`src/rtl/cfu_bus_buffer.sv`:
```
// Registered buffer between the CPU CFU port and the Cfu block:
// FWFT command FIFO downstream, 2-entry skid buffer on the response return.
module cfu_bus_buffer #(
   parameter int unsigned DEPTH = 4,
   parameter int unsigned LVL_W = $clog2(DEPTH) + 1
) (
   input  logic             clk,
   input  logic             rst,
   input  logic             s_cmd_valid,
   output logic             s_cmd_ready,
   input  logic [2:0]       s_cmd_function_id,
   input  logic [31:0]      s_cmd_inputs_0,
   input  logic [31:0]      s_cmd_inputs_1,
   output logic             m_cmd_valid,
   input  logic             m_cmd_ready,
   output logic [2:0]       m_cmd_function_id,
   output logic [31:0]      m_cmd_inputs_0,
   output logic [31:0]      m_cmd_inputs_1,
   input  logic             m_rsp_valid,
   output logic             m_rsp_ready,
   input  logic             m_rsp_response_ok,
   input  logic [31:0]      m_rsp_outputs_0,
   output logic             s_rsp_valid,
   input  logic             s_rsp_ready,
   output logic             s_rsp_response_ok,
   output logic [31:0]      s_rsp_outputs_0,
   output logic [LVL_W-1:0] cmd_level
);

   localparam int unsigned PTR_W = $clog2(DEPTH);
   localparam int unsigned CMD_W = 67;
   localparam int unsigned RSP_W = 33;

   typedef enum logic [1:0] {
      RSP_EMPTY,
      RSP_ONE,
      RSP_TWO
   } rsp_state_t;

   // ---------------- command FIFO ----------------
   logic [CMD_W-1:0] mem [DEPTH];
   logic [PTR_W-1:0] wr_ptr;
   logic [PTR_W-1:0] rd_ptr;
   logic [LVL_W-1:0] level_nx;
   logic             push;
   logic             pop;

   assign push = s_cmd_valid && s_cmd_ready;
   assign pop  = m_cmd_valid && m_cmd_ready;

   always_comb begin
      level_nx = cmd_level;
      if (push && !pop) begin
         level_nx = cmd_level + LVL_W'(1);
      end else if (pop && !push) begin
         level_nx = cmd_level - LVL_W'(1);
      end
   end

   // Ready/valid are flopped from the next level so neither depends on the far side combinationally.
   always_ff @(posedge clk or posedge rst) begin
      if (rst) begin
         wr_ptr      <= '0;
         rd_ptr      <= '0;
         cmd_level   <= '0;
         s_cmd_ready <= 1'b1;
         m_cmd_valid <= 1'b0;
      end else begin
         if (push) wr_ptr <= wr_ptr + PTR_W'(1);
         if (pop)  rd_ptr <= rd_ptr + PTR_W'(1);
         cmd_level   <= level_nx;
         s_cmd_ready <= (level_nx != LVL_W'(DEPTH));
         m_cmd_valid <= (level_nx != '0);
      end
   end

   always_ff @(posedge clk) begin
      if (push) mem[wr_ptr] <= {s_cmd_function_id, s_cmd_inputs_1, s_cmd_inputs_0};
   end

   assign {m_cmd_function_id, m_cmd_inputs_1, m_cmd_inputs_0} = mem[rd_ptr];

   // ---------------- response skid buffer ----------------
   rsp_state_t       state_q;
   rsp_state_t       state_d;
   logic [RSP_W-1:0] head_q;
   logic [RSP_W-1:0] tail_q;
   logic             accept;
   logic             drain;
   logic             head_load_in;
   logic             head_load_tail;
   logic             tail_load_in;

   assign accept = m_rsp_valid && m_rsp_ready;
   assign drain  = s_rsp_valid && s_rsp_ready;

   always_comb begin
      state_d        = state_q;
      head_load_in   = 1'b0;
      head_load_tail = 1'b0;
      tail_load_in   = 1'b0;
      unique case (state_q)
         RSP_EMPTY: begin
            if (accept) begin
               state_d      = RSP_ONE;
               head_load_in = 1'b1;
            end
         end
         RSP_ONE: begin
            if (accept && drain) begin
               head_load_in = 1'b1;
            end else if (accept) begin
               state_d      = RSP_TWO;
               tail_load_in = 1'b1;
            end else if (drain) begin
               state_d = RSP_EMPTY;
            end
         end
         RSP_TWO: begin
            if (drain) begin
               state_d        = RSP_ONE;
               head_load_tail = 1'b1;
            end
         end
         default: state_d = RSP_EMPTY;
      endcase
   end

   always_ff @(posedge clk or posedge rst) begin
      if (rst) begin
         state_q     <= RSP_EMPTY;
         m_rsp_ready <= 1'b1;
         s_rsp_valid <= 1'b0;
      end else begin
         state_q     <= state_d;
         m_rsp_ready <= (state_d != RSP_TWO);
         s_rsp_valid <= (state_d != RSP_EMPTY);
      end
   end

   always_ff @(posedge clk) begin
      if (head_load_in)        head_q <= {m_rsp_response_ok, m_rsp_outputs_0};
      else if (head_load_tail) head_q <= tail_q;
      if (tail_load_in)        tail_q <= {m_rsp_response_ok, m_rsp_outputs_0};
   end

   assign {s_rsp_response_ok, s_rsp_outputs_0} = head_q;

endmodule

```
`config.mk`:
```
export PLATFORM = sky130hd
export DESIGN_NAME = cfu_bus_buffer
export DESIGN_NICKNAME = d
export VERILOG_FILES = /design/src/rtl/cfu_bus_buffer.sv
export SDC_FILE = /design/constraint.sdc
export NUM_CORES = 1
export LEC_CHECK = 0
export ABC_AREA = 1
export BUFFER_PORTS_ARGS = -buffer_cell sky130_fd_sc_hd__buf_2
export CELL_PAD_IN_SITES_DETAIL_PLACEMENT = 0
export CELL_PAD_IN_SITES_GLOBAL_PLACEMENT = 1
export CORE_AREA = 3 3 186 188
export DETAILED_ROUTE_END_ITERATION = 10
export DIE_AREA = 0 0 189 191
export HOLD_SLACK_MARGIN = 0.06
export PLACE_DENSITY = 0.72
export SYNTH_ARGS = -nofsm -noshare
export SYNTH_HDL_FRONTEND = slang
export SYNTH_SLANG_ARGS = --single-unit
```
`constraint.sdc`:
```
create_clock -name clk -period 4.9 [get_ports clk]
set_input_delay 0.735 -clock clk [delete_from_list [all_inputs] [get_ports clk]]
set_output_delay 0.735 -clock clk [all_outputs]
set_load 0.005 [all_outputs]
```
==> results of run 1 <==
registers in the layout (all words and copies together) (netlist names):
register and count:
tail_q 33, wr_ptr 2, head_q 33, state_q 2
m_cmd_valid 1, s_rsp_valid 1, cmd_level 3, m_rsp_ready 1
rd_ptr 2, mem 268, s_cmd_ready 1
report_power, final:
group          switching, mW  internal (mW)  total [mW]
combinational           1.87          0.948        2.82
clock                   1.09           1.81        2.90
sequential             0.280           4.04        4.32
total                   3.24           6.80        10.0
through the flow:
step	setup slack [ns]	hold slack [ns]	area (sq um)	util	std cells
6_report	1.36	0.266	15900	0.477	1609
2_1_floorplan	0.795	0.487	13200	-	921
4_1_cts	1.34	0.248	15900	0.477	1606
3_5_place_dp	1.92	0.498	14600	0.439	1542
5_1_grt	1.09	0.287	15900	0.477	1608
3_3_place_gp	1.98	0.493	14600	0.439	1542
cells in the mapped netlist, types with 2 or more instances:
master / count / area share
buf_2: 15 / 0.0057
buf_4: 5 / 0.0028
buf_6: 9 / 0.0077
clkbuf_1: 12 / 0.0034
clkbuf_2: 10 / 0.0038
dfrtp_1: 11 / 0.021
dfstp_2: 2 / 0.0040
edfxtp_1: 334 / 0.76
ha_1: 6 / 0.0057
inv_1: 20 / 0.0057
inv_2: 2 / 0.00057
nand2_1: 93 / 0.027
nand2_4: 5 / 0.0043
nand3_1: 40 / 0.015
nor2_1: 143 / 0.041
o21ai_0: 134 / 0.051
o22ai_1: 67 / 0.032
xor2_1: 3 / 0.0020
logic make-up after synthesis:
group | count (synthesis) | synth area share
flip-flops | 347 | 0.786
AND/OR/NAND/NOR | 287 | 0.0902
AO/OA/AOI/OAI | 203 | 0.0841
buffers and inverters | 75 | 0.0317
adder cells (fa/ha/maj) | 6 | 0.00570
XOR/XNOR | 3 | 0.00200
cell type report:
type                       count  area [sq um]  share of cell area
inverter                      23          93.8             0.00591
timing repair buffer         225          1160              0.0729
multi-input combinational    499          2430               0.153
clock inverter                20           278              0.0175
antenna                        3          7.51            0.000473
clock buffer                  44           995              0.0626
tap                          448           561              0.0353
sequential                   347         10400               0.652
layout by cell type (no fill, tap or decap), types with 2 or more instances in the layout:
cell type and n:
buf_2 212, buf_4 13, bufinv_16 7, clkbuf_1 5, clkbuf_16 39, clkinv_1 5, clkinv_2 5, clkinvlp_4 2
dfrtp_1 9, dfstp_2 2, diode_2 3, edfxtp_1 334, ha_1 6, inv_1 20, inv_2 2, nand2_1 93
nand2_4 5, nand3_1 40, nor2_1 138, nor2_2 2, nor2_4 5, o21ai_0 134, o22ai_1 67, xor2_1 3
layer usage:
layer,track usage,part of all wire,vias up
met1,0.214,0.44,3862
met4,0.0381,0.016,8
met2,0.243,0.46,236
met5,0,0.0015,-
met3,0.0530,0.088,43
li1,-,-,3813
critical path, stage by stage, from the launching register on:
cell and delay, ns:
dfrtp_4 1.09, inv_8 0.44, o21ai_0 0.37, o22ai_1 0.14, buf_2 0.15
worst min path at each step:
| stage | cells past startpoint | startpoint | slack, ns | end |
|---|---|---|---|---|
| after floorplan | 2 | tail_q[0] | 0.49 | head_q[0] |
| after global placement | 2 | tail_q[17] | 0.49 | head_q[17] |
| after detailed placement | 2 | tail_q[23] | 0.50 | head_q[23] |
| after CTS | 2 | rst | 0.25 | m_cmd_valid |
| after global routing | 2 | rst | 0.29 | state_q[0] |
| final | 2 | rst | 0.27 | s_rsp_valid |
==> impl_results.md, run 1 <==
- Number of CTS-inserted buffers: 37
- FF-to-FF Start: m_rsp_ready
- Cells on worst reg2reg path: 6
- Slew margin rel.: 0.262
- CTS Root Cell: clkbuf_16
- I/O Pins: approximately 210
- Critical path origin: rd_ptr[0]
- Clk Latency, worst-skew pair: just over 0.5 ns
- CTS tree: built
- Overall Global Routing Usage: 0.157
- Final setup fails: 0
- FF-to-FF End: head_q[11]
- Cts repair resizes: 0
- Worst VDD drop: approximately 0.37 mV
- Avg WL per Cell: around 18 um
- Initial antenna violation count: 7
- Cell variety after synth: 28
- Final hold viol count: 0
- CTS Buffer Depth: 3
- FMAX: roughly 280 MHz
- Synth Instances: between 900 and 1000
- Critical-path maximum fanout: about 140
- Worst Tran Pin Value: ~1.1 ns
- Number of global-route vias before repair: between 7000 and 8000
- Max Cap Viol: 0
- Worst-path clk slew: 0.06 ns
- Reg2reg setup slack: ~2.5 ns
- Syn Std Cell Area: 13200 sq um
- Clock sink count: 347
- Fillers: about 3000
- Post-route DRC: 0
- Via density: between 4 and 5
- Core Region: roughly 33000 sq um
- Yosys reg bits: approximately 350
- Port bufs: about 210
- Overall power: between 10 and 15 mW
- Top FF cell, synth: edfxtp_1
- Number of routed nets with antenna violations: 0
- Final nets: ~1200
- Via count: roughly 8000
- Largest net degree at the start of global routing: 136
- Placer Congestion: just over 0.7
- Slew Limit Fails: 0
- Hold Crit Class: in2async
- Number of synthesized flops with an enable pin: 334
- RSZ-0062 raised after global routing: no
- Hold_buf cts: 0
- Setup_tns: 0 ns
- Post-layout min period: between 3 and 4 ns
- Worst path arrival time: between 2 and 3 ns
- Syn Area/Cell: between 10 and 15 sq um
- Initial Util: 0.396
- Type of origin of the critical path: flip-flop
- Die ar.: 36100 sq um
- DR iter-0 viols: between 500 and 600
- Postcts setup bufs: 0
- Sequential area share after synthesis: 0.786
- GRT overflow: 0
- Critical Path Sink Type: primary output
- Die Ht: 191 um
- Critical Path Sink: m_cmd_function_id[2]
- Required time worst endpoint: ~4.2 ns
- Status: completed
- Fraction of registers with async set/reset: 0.0375
- Dpl hpwl: 16600 um
- Layout cells sized above 1: 0.260
- Syn nets: slightly above 1000
- Total wire length: 28900 um
- WS Path Type: reg2out
- Crit share post-route: 0.723
- Standby leakage power: 5.83 nW
- First-pass GRT wire length: roughly 44000 um
- Die width: roughly 190 um
- Yosys Warn Count: 0
- Pre-Repair DR Iteration Count: 4
- Area Overhead vs Synth: 20.6%
- H-tree Lvls: 2
- FP Rows: 67
- Clock skew: 0.0110 ns
- PwrDens: approximately 630 nW/um^2
Power figures use the tool's default switching activity.
==> run 2: changes to the inputs <==
--- a/config.mk
+++ b/config.mk
@@ -13,7 +13,7 @@
 export DETAILED_ROUTE_END_ITERATION = 10
 export DIE_AREA = 0 0 189 191
 export HOLD_SLACK_MARGIN = 0.06
-export PLACE_DENSITY = 0.72
+export PLACE_DENSITY = 0.74
 export SYNTH_ARGS = -nofsm -noshare
 export SYNTH_HDL_FRONTEND = slang
 export SYNTH_SLANG_ARGS = --single-unit
==> constraint.sdc (replaced) <==
create_clock -name clk -period 3.2 [get_ports clk]
set_input_delay 0.48 -clock clk [delete_from_list [all_inputs] [get_ports clk]]
set_output_delay 0.48 -clock clk [all_outputs]
set_load 0.005 [all_outputs]
==> run 2 against run 1 <==
Power up 50%. Register-to-register slack got worse by 1.3 ns. Critical endpoint is now m_cmd_inputs_0[15]. Sequential share of layout area is essentially flat.
==> impl_results.md, run 2 (synthesis results as in run 1) <==
- Slew Limit Fails: 0 (unchanged)
- WHS: 0.157 ns (was 0.266 ns)
- Postcts setup bufs: 0 (unchanged)
- Standby leakage power: 5.81 nW (was 5.83 nW)
- Number of routed nets with antenna violations: 0 (unchanged)
- Die Ht: 191 um (unchanged)
- DR iter-0 viols: 479 (was 522)
- Hold path startpoint: m_rsp_outputs_0[1]
- Hold Crit Class: in2reg (was in2async)
- Number of CTS-inserted buffers: 37 (unchanged)
- Final setup fails: 0 (unchanged)
- Crit share post-route: 0.905
- Port bufs: 212 (unchanged)
- Clk Latency, worst-skew pair: 0.51 ns (about the same)
- Setup WS post-layout: 0.304 ns (was 1.36 ns)
- Slowest cell delay on critical path: 0.65 ns (was 1.09 ns)
- First-pass GRT wire length: 43700 um (was 44500 um)
- Die width: 189 um (unchanged)
- CTS tree: built (unchanged)
- Dpl ws: 0.836 ns (was 1.92 ns)
- FP Rows: 67 (unchanged)
- Worst-path clk slew: 0.06 ns (about the same)
- Overall power: 15.1 mW (was 10.0 mW)
- Largest net degree at the start of global routing: 136 (unchanged)
- Number of global-route vias before repair: 7992 (was 7812)
- Reg2reg setup slack: 1.11 ns (was 2.45 ns)
- Area Overhead vs Synth: 20.5% (was 20.6%)
- Final nets: 1244 (was 1245)
- Post-route DRC: 0 (unchanged)
- Crit path cell chain: inv_8, o21ai_0, o22ai_1, buf_2 (unchanged)
- Commonest non-fill, non-tap cell in the layout: edfxtp_1 (unchanged)
- H-tree Lvls: 2 (unchanged)
- Initial Util: 0.396 (unchanged)
- WS Path Type: reg2out (unchanged)
- Clock skew: 0.0101 ns (was 0.0110 ns)
- Slew margin rel.: 0.479 (was 0.262)
- Layout cells sized above 1: 0.255 (was 0.260)
- Status: completed (unchanged)
- FF-to-FF End: tail_q[24] (was head_q[11])
- Avg WL per Cell: 17.5 um (was 17.9 um)
- Required time worst endpoint: 2.72 ns (was 4.16 ns)
- Final hold viol count: 0 (unchanged)
- Total wire length: 28100 um (was 28900 um)
- Worst VDD drop: 0.628 mV (was 0.366 mV)
- Worst path arrival time: 2.42 ns (was 2.81 ns)
- Core Region: 33300 sq um (unchanged)
- FMAX: 345 MHz
- Die ar.: 36100 sq um (unchanged)
- Flip-flop count of the largest register after layout: 268 (unchanged)
- Dpl hpwl: 15900 um (was 16600 um)
- Cells on worst reg2reg path: 6 (unchanged)
- Pre-Repair DR Iteration Count: 5 (was 4)
- Type of origin of the critical path: flip-flop (unchanged)
- Clock sink count: 347 (unchanged)
- Largest register by flop count: mem (unchanged)
- Via count: 8004 (was 7962)
- Overall Global Routing Usage: 0.154 (was 0.157)
- Worst Tran Pin Value: 0.780 ns (was 1.10 ns)
- Fillers: 2945 (was 2968)
- Cts repair resizes: 0 (unchanged)
- Max Cap Viol: 0 (unchanged)
- CTS Root Cell: clkbuf_16 (unchanged)
- RSZ-0062 raised after global routing: no (unchanged)
- Via density: 4.97 (was 4.95)
- Final design utilization: 0.477 (about the same)
- FF-to-FF Start: m_rsp_ready (unchanged)
- Critical-path maximum fanout: 135 (unchanged)
- CTS Buffer Depth: 3 (unchanged)
- Min-Delay Endpoint: tail_q[1]
- Critical Path Sink Type: primary output (unchanged)
- Critical-path top delay cell: dfrtp_4 (unchanged)
- GRT overflow: 0 (unchanged)
- Placer Congestion: 0.746 (was 0.721)
- Largest regs: mem (268), head_q (33), tail_q (33) (unchanged)
- PwrDens: 951 nW/um^2 (was 632 nW/um^2)
- Initial antenna violation count: 9 (was 7)
- I/O Pins: 213 (unchanged)
- Post-layout min period: 2.90 ns
- Most frequent cells in the layout: 334 x edfxtp_1, 212 x buf_2, 138 x nor2_1 (unchanged)
- Hold path cells: 1
==> run 2: cell types whose count changed in the layout (fill, tap and decap cells not counted), sizes merged <==
cell	change
inv	+1
dlygate4sd3	+1
clkinv	+4
clkbuf	+2
buf	-2
bufinv	-4
==> run 2: worst max-delay path: cells and delay by family, from the launching register on <==
kind | cells | cell delay, ns
flops | 1 | 0.65
buf+inv | 2 | 0.73
compound gates | 2 | 0.43
==> run 2: area by class of cell <==
cell class	count	area, sq um	area share
multi-input combinational	499	2430	0.153
clock inverter	21	181	0.0114
antenna	3	7.51	0.000473
sequential	347	10400	0.653
timing repair buffer	224	1240	0.0782
tap	448	561	0.0353
inverter	23	93.8	0.00591
clock buffer	46	1000	0.0631
==> run 2: how the worst max path moves through the flow <==
stage                         start                 end
after floorplan           wr_ptr[0]           mem[2][0]
after detailed placement  rd_ptr[0]  m_cmd_inputs_0[15]
after global placement    rd_ptr[0]   m_cmd_inputs_1[5]
final                     rd_ptr[0]  m_cmd_inputs_0[15]
after CTS                 rd_ptr[0]  m_cmd_inputs_0[15]
after global routing      rd_ptr[0]  m_cmd_inputs_0[15]
==> run 2: power by group <==
part	switching, mW	internal [mW]	leakage (nW)
clock	1.65	2.47	0.574
sequential	0.313	6.18	3.22
combinational	2.97	1.52	2.01
==> run 2: stage by stage <==
step	TNS (ns)	cell area [sq um]	std cells
final	0	15900	1611
after global routing	0	15900	1609
after CTS	0	15900	1608
after detailed placement	0	14700	1540
after global placement	0	14700	1540
after floorplan	-196.31	13200	921
==> run 2: routing by layer <==
layer	part of all wire	up-vias	track usage
met4	0.020	14	0.0395
met2	0.47	271	0.249
met5	0.0028	-	0
met3	0.10	63	0.0570
li1	-	3832	-
met1	0.41	3824	0.197
==> run 2: what timing repair did <==
action | 4_1_cts | 5_1_grt
setup endpoints to repair | 0 | 0
hold buffers | 1 | 0
hold endpoints to repair | 11 | 0
==> run 3: changes to the inputs <==
==> config.mk (replaced) <==
export PLATFORM = sky130hd
export DESIGN_NAME = cfu_bus_buffer
export DESIGN_NICKNAME = d
export VERILOG_FILES = /design/src/rtl/cfu_bus_buffer.sv
export SDC_FILE = /design/constraint.sdc
export NUM_CORES = 1
export LEC_CHECK = 0
export ABC_AREA = 0
export BUFFER_PORTS_ARGS = -buffer_cell sky130_fd_sc_hd__buf_2
export CELL_PAD_IN_SITES_DETAIL_PLACEMENT = 0
export CELL_PAD_IN_SITES_GLOBAL_PLACEMENT = 1
export CORE_AREA = 2 2 174 176
export DETAILED_ROUTE_END_ITERATION = 10
export DIE_AREA = 0 0 176 178
export HOLD_SLACK_MARGIN = 0.06
export PLACE_DENSITY = 0.76
export SYNTH_ARGS = -nofsm -noshare
export SYNTH_HDL_FRONTEND = slang
export SYNTH_SLANG_ARGS = --single-unit
==> run 3 against run 2 <==
Setup slack improved by 0.12 ns. Power down 5.1%. Synthesized cell count decreased by 43%. Die area is 13% lower. Clock power grew 2%. Largest cell class unchanged. Largest power group unchanged.
==> impl_results.md, run 3 <==
- FP Rows: 63 (was 67)
- Final hold viol count: 0 (unchanged)
- Top FF cell, synth: edfxtp_1 (unchanged)
- Flip-flop count of the largest register after layout: 268 (unchanged)
- Crit path cell chain: buf_4, mux4_2, buf_2 (was inv_8, o21ai_0, o22ai_1, buf_2)
- Pre-Repair DR Iteration Count: 4 (was 5)
- Slew Limit Fails: 0 (unchanged)
- Standby leakage power: 5.48 nW (was 5.81 nW)
- WS Path Type: reg2out (unchanged)
- Cell area after layout: 15600 sq um (was 15900 sq um)
- WHS: 0.156 ns (was 0.157 ns)
- Max Cap Viol: 0 (unchanged)
- Required time worst endpoint: 2.72 ns (about the same)
- Number of routed nets with antenna violations: 0 (unchanged)
- CTS tree: built (unchanged)
- Initial Util: 0.433 (was 0.396)
- Reg2reg setup slack: 1.04 ns (was 1.11 ns)
- RSZ-0062 raised after global routing: no (unchanged)
- Synth Instances: 522 (was 921)
- First-pass GRT wire length: 36400 um (was 43700 um)
- Crit-path leading delay family: flip-flops (was buffers and inverters)
- Number of synthesized flops with an enable pin: 334 (unchanged)
- Largest regs: mem (268), head_q (33), tail_q (33) (unchanged)
- Worst VDD drop: 0.676 mV (was 0.628 mV)
- Critical path origin: rd_ptr[0] (unchanged)
- Type of origin of the critical path: flip-flop (unchanged)
- CTS Root Cell: clkbuf_16 (unchanged)
- Worst Tran Pin Value: 0.777 ns (was 0.780 ns)
- Die width: 176 um (was 189 um)
- CTS Buffer Depth: 3 (unchanged)
- PwrDens: 916 nW/um^2 (was 951 nW/um^2)
- Via density: 5.03 (was 4.97)
- Area Overhead vs Synth: 22.7% (was 20.5%)
- Dpl cell area: 14400 sq um (was 14700 sq um)
- Worst-path clk slew: 0.06 ns (about the same)
- Port bufs: 212 (unchanged)
- Overall Global Routing Usage: 0.153 (was 0.154)
- Largest net degree at the start of global routing: 49 (was 136)
- Syn nets: 634 (was 1033)
- Top cells by count, synth: 334 x edfxtp_1, 67 x mux4_2, 30 x mux2_2 (was 334 x edfxtp_1, 143 x nor2_1, 134 x o21ai_0)
- Commonest non-fill, non-tap cell in the layout: edfxtp_1 (unchanged)
- Via count: 5996 (was 8004)
- Syn Area/Cell: 24.4 sq um (was 14.3 sq um)
- Avg WL per Cell: 20.2 um (was 17.5 um)
- Crit share post-route: 0.866 (was 0.905)
- Slew margin rel.: 0.482 (was 0.479)
- Sequential area share after synthesis: 0.813 (was 0.786)
- I/O Pins: 213 (unchanged)
- Critical Path Sink Type: primary output (unchanged)
- Post-route DRC: 0 (unchanged)
- Hold Crit Class: in2reg (unchanged)
- Status: completed (unchanged)
- Clock skew: 0.0171 ns (was 0.0101 ns)
- Cell variety after synth: 36 (was 28)
- Core Region: 29400 sq um (was 33300 sq um)
- Yosys Warn Count: 0 (unchanged)
- Slowest cell delay on critical path: 0.80 ns (was 0.65 ns)
- Final setup fails: 0 (unchanged)
- Number of global-route vias before repair: 6387 (was 7992)
- Most frequent cells in the layout: 334 x edfxtp_1, 212 x buf_2, 67 x mux4_2 (was 334 x edfxtp_1, 212 x buf_2, 138 x nor2_1)
- Yosys reg bits: 347 (unchanged)
- Most common cell in the netlist: edfxtp_1 (unchanged)
- DR iter-0 viols: 401 (was 479)
- Dominant cells by area after synthesis: edfxtp_1 79%, mux4_2 12%, mux2_2 2.7%, dfrtp_1 2.2%, ha_1 0.59% (was edfxtp_1 76%, o21ai_0 5.1%, nor2_1 4.1%, o22ai_1 3.2%, nand2_1 2.7%)
- Die ar.: 31300 sq um (was 36100 sq um)
- Syn Std Cell Area: 12700 sq um (was 13200 sq um)
- Postcts setup bufs: 0 (unchanged)
- Worst path arrival time: 2.29 ns (was 2.42 ns)
- Synth top area share: 0.787 (was 0.761)
- Layout cells sized above 1: 0.491 (was 0.255)
- Post-layout min period: 2.77 ns (was 2.90 ns)
- Area leader, netlist: edfxtp_1 (unchanged)
- H-tree Lvls: 2 (unchanged)
- GRT overflow: 0 (unchanged)
- Crit path buffers/inverters: 2 (unchanged)
- Largest register by flop count: mem (unchanged)
- Critical-path top delay cell: dfrtp_4 (unchanged)
- Placer Congestion: 0.690 (was 0.746)
- Critical-path maximum fanout: 27 (was 135)
- Setup_tns: 0 ns (unchanged)
- Clock sink count: 347 (unchanged)
- Clk Latency, worst-skew pair: 0.51 ns (about the same)
- Hold path startpoint: m_rsp_outputs_0[18] (was m_rsp_outputs_0[1])
- Initial antenna violation count: 6 (was 9)
- Dpl hpwl: 15200 um (was 15900 um)
- FF-to-FF Start: s_rsp_valid (was m_rsp_ready)
- Fraction of registers with async set/reset: 0.0375 (unchanged)
- FMAX: 361 MHz (was 345 MHz)
- Final nets: 883 (was 1244)
- Die Ht: 178 um (was 191 um)
- Total wire length: 24100 um (was 28100 um)
- Number of CTS-inserted buffers: 38 (was 37)
## run 3: cell count changes after synthesis, moves of 7 or more
cell      change
clkbuf_2      -9
mux4_2       +67
inv_1        -15
nor2_1      -141
mux2_2       +30
clkbuf_1      -7
nand3_1      -39
o21ai_0     -133
nand2_1      -85
o22ai_1      -66
xnor2_1       +7
## run 3: metal layers
layer,track usage,vias to the layer above,share of wire
met5,0,-,0.00054
met4,0.0393,2,0.017
met3,0.0592,42,0.094
met2,0.242,209,0.46
met1,0.202,3044,0.43
li1,-,2699,-
## run 3: worst register-to-register path, cell delays in order, from the launching register on
cell and delay, ns:
dfrtp_1 0.38, nand2_1 0.12, and2_4 0.19, nor3_4 0.40
buf_4 0.42, mux2_2 0.40
## run 3: layout make-up
type / instances / area, sq um
fill: 2340 / 13800
sequential: 347 / 10400
multi-input combinational: 150 / 2280
timing repair buffer: 229 / 1270
clock buffer: 47 / 1010
tap: 390 / 488
clock inverter: 18 / 196
inverter: 5 / 18.8
antenna: 6 / 15.0
## run 3: final timing paths
kind | end | cells past startpoint
setup / recovery | m_cmd_inputs_0[1] | 3
hold / removal | tail_q[18] | 1
setup reg to reg | head_q[24] | 5
hold reg to reg | head_q[27] | 1
max in group asynchronous | rd_ptr[1] | 3
min in group asynchronous | state_q[0] | 3
## run 3: cells by family (layout without fill, tap and decap cells)
group	Yosys count	in the layout	synth area share
xor+xnor	8	8	0.00550
flops	347	347	0.813
compound gates	10	10	0.00511
simple gates	24	24	0.0107
mux	102	102	0.149
buf+inv	25	299	0.0107
other cells	0	6	0
fa+ha+maj	6	6	0.00589
## run 3: stage by stage
step	power [mW]	setup WS (ns)	std cells	utilization
final	14.3	0.429	1192	0.532
after floorplan	8.72	0.533	522	-
after CTS	14.6	0.333	1186	0.531
after detailed placement	10.3	0.806	1120	0.490
after global routing	15.1	0.251	1187	0.531
after global placement	10.3	0.862	1120	0.490
## run 3: what timing repair did
| item | in CTS | in global routing |
|---|---|---|
| endpoints found under the hold margin | 11 | 0 |
| hold buffers | 1 | 0 |
| resized for setup | 0 | 0 |
## run 3: power breakdown
group / total [mW] / internal, mW / switching [mW]
registers: 6.57 / 6.08 / 0.486
clock network: 4.19 / 2.55 / 1.64
logic: 3.56 / 1.85 / 1.71
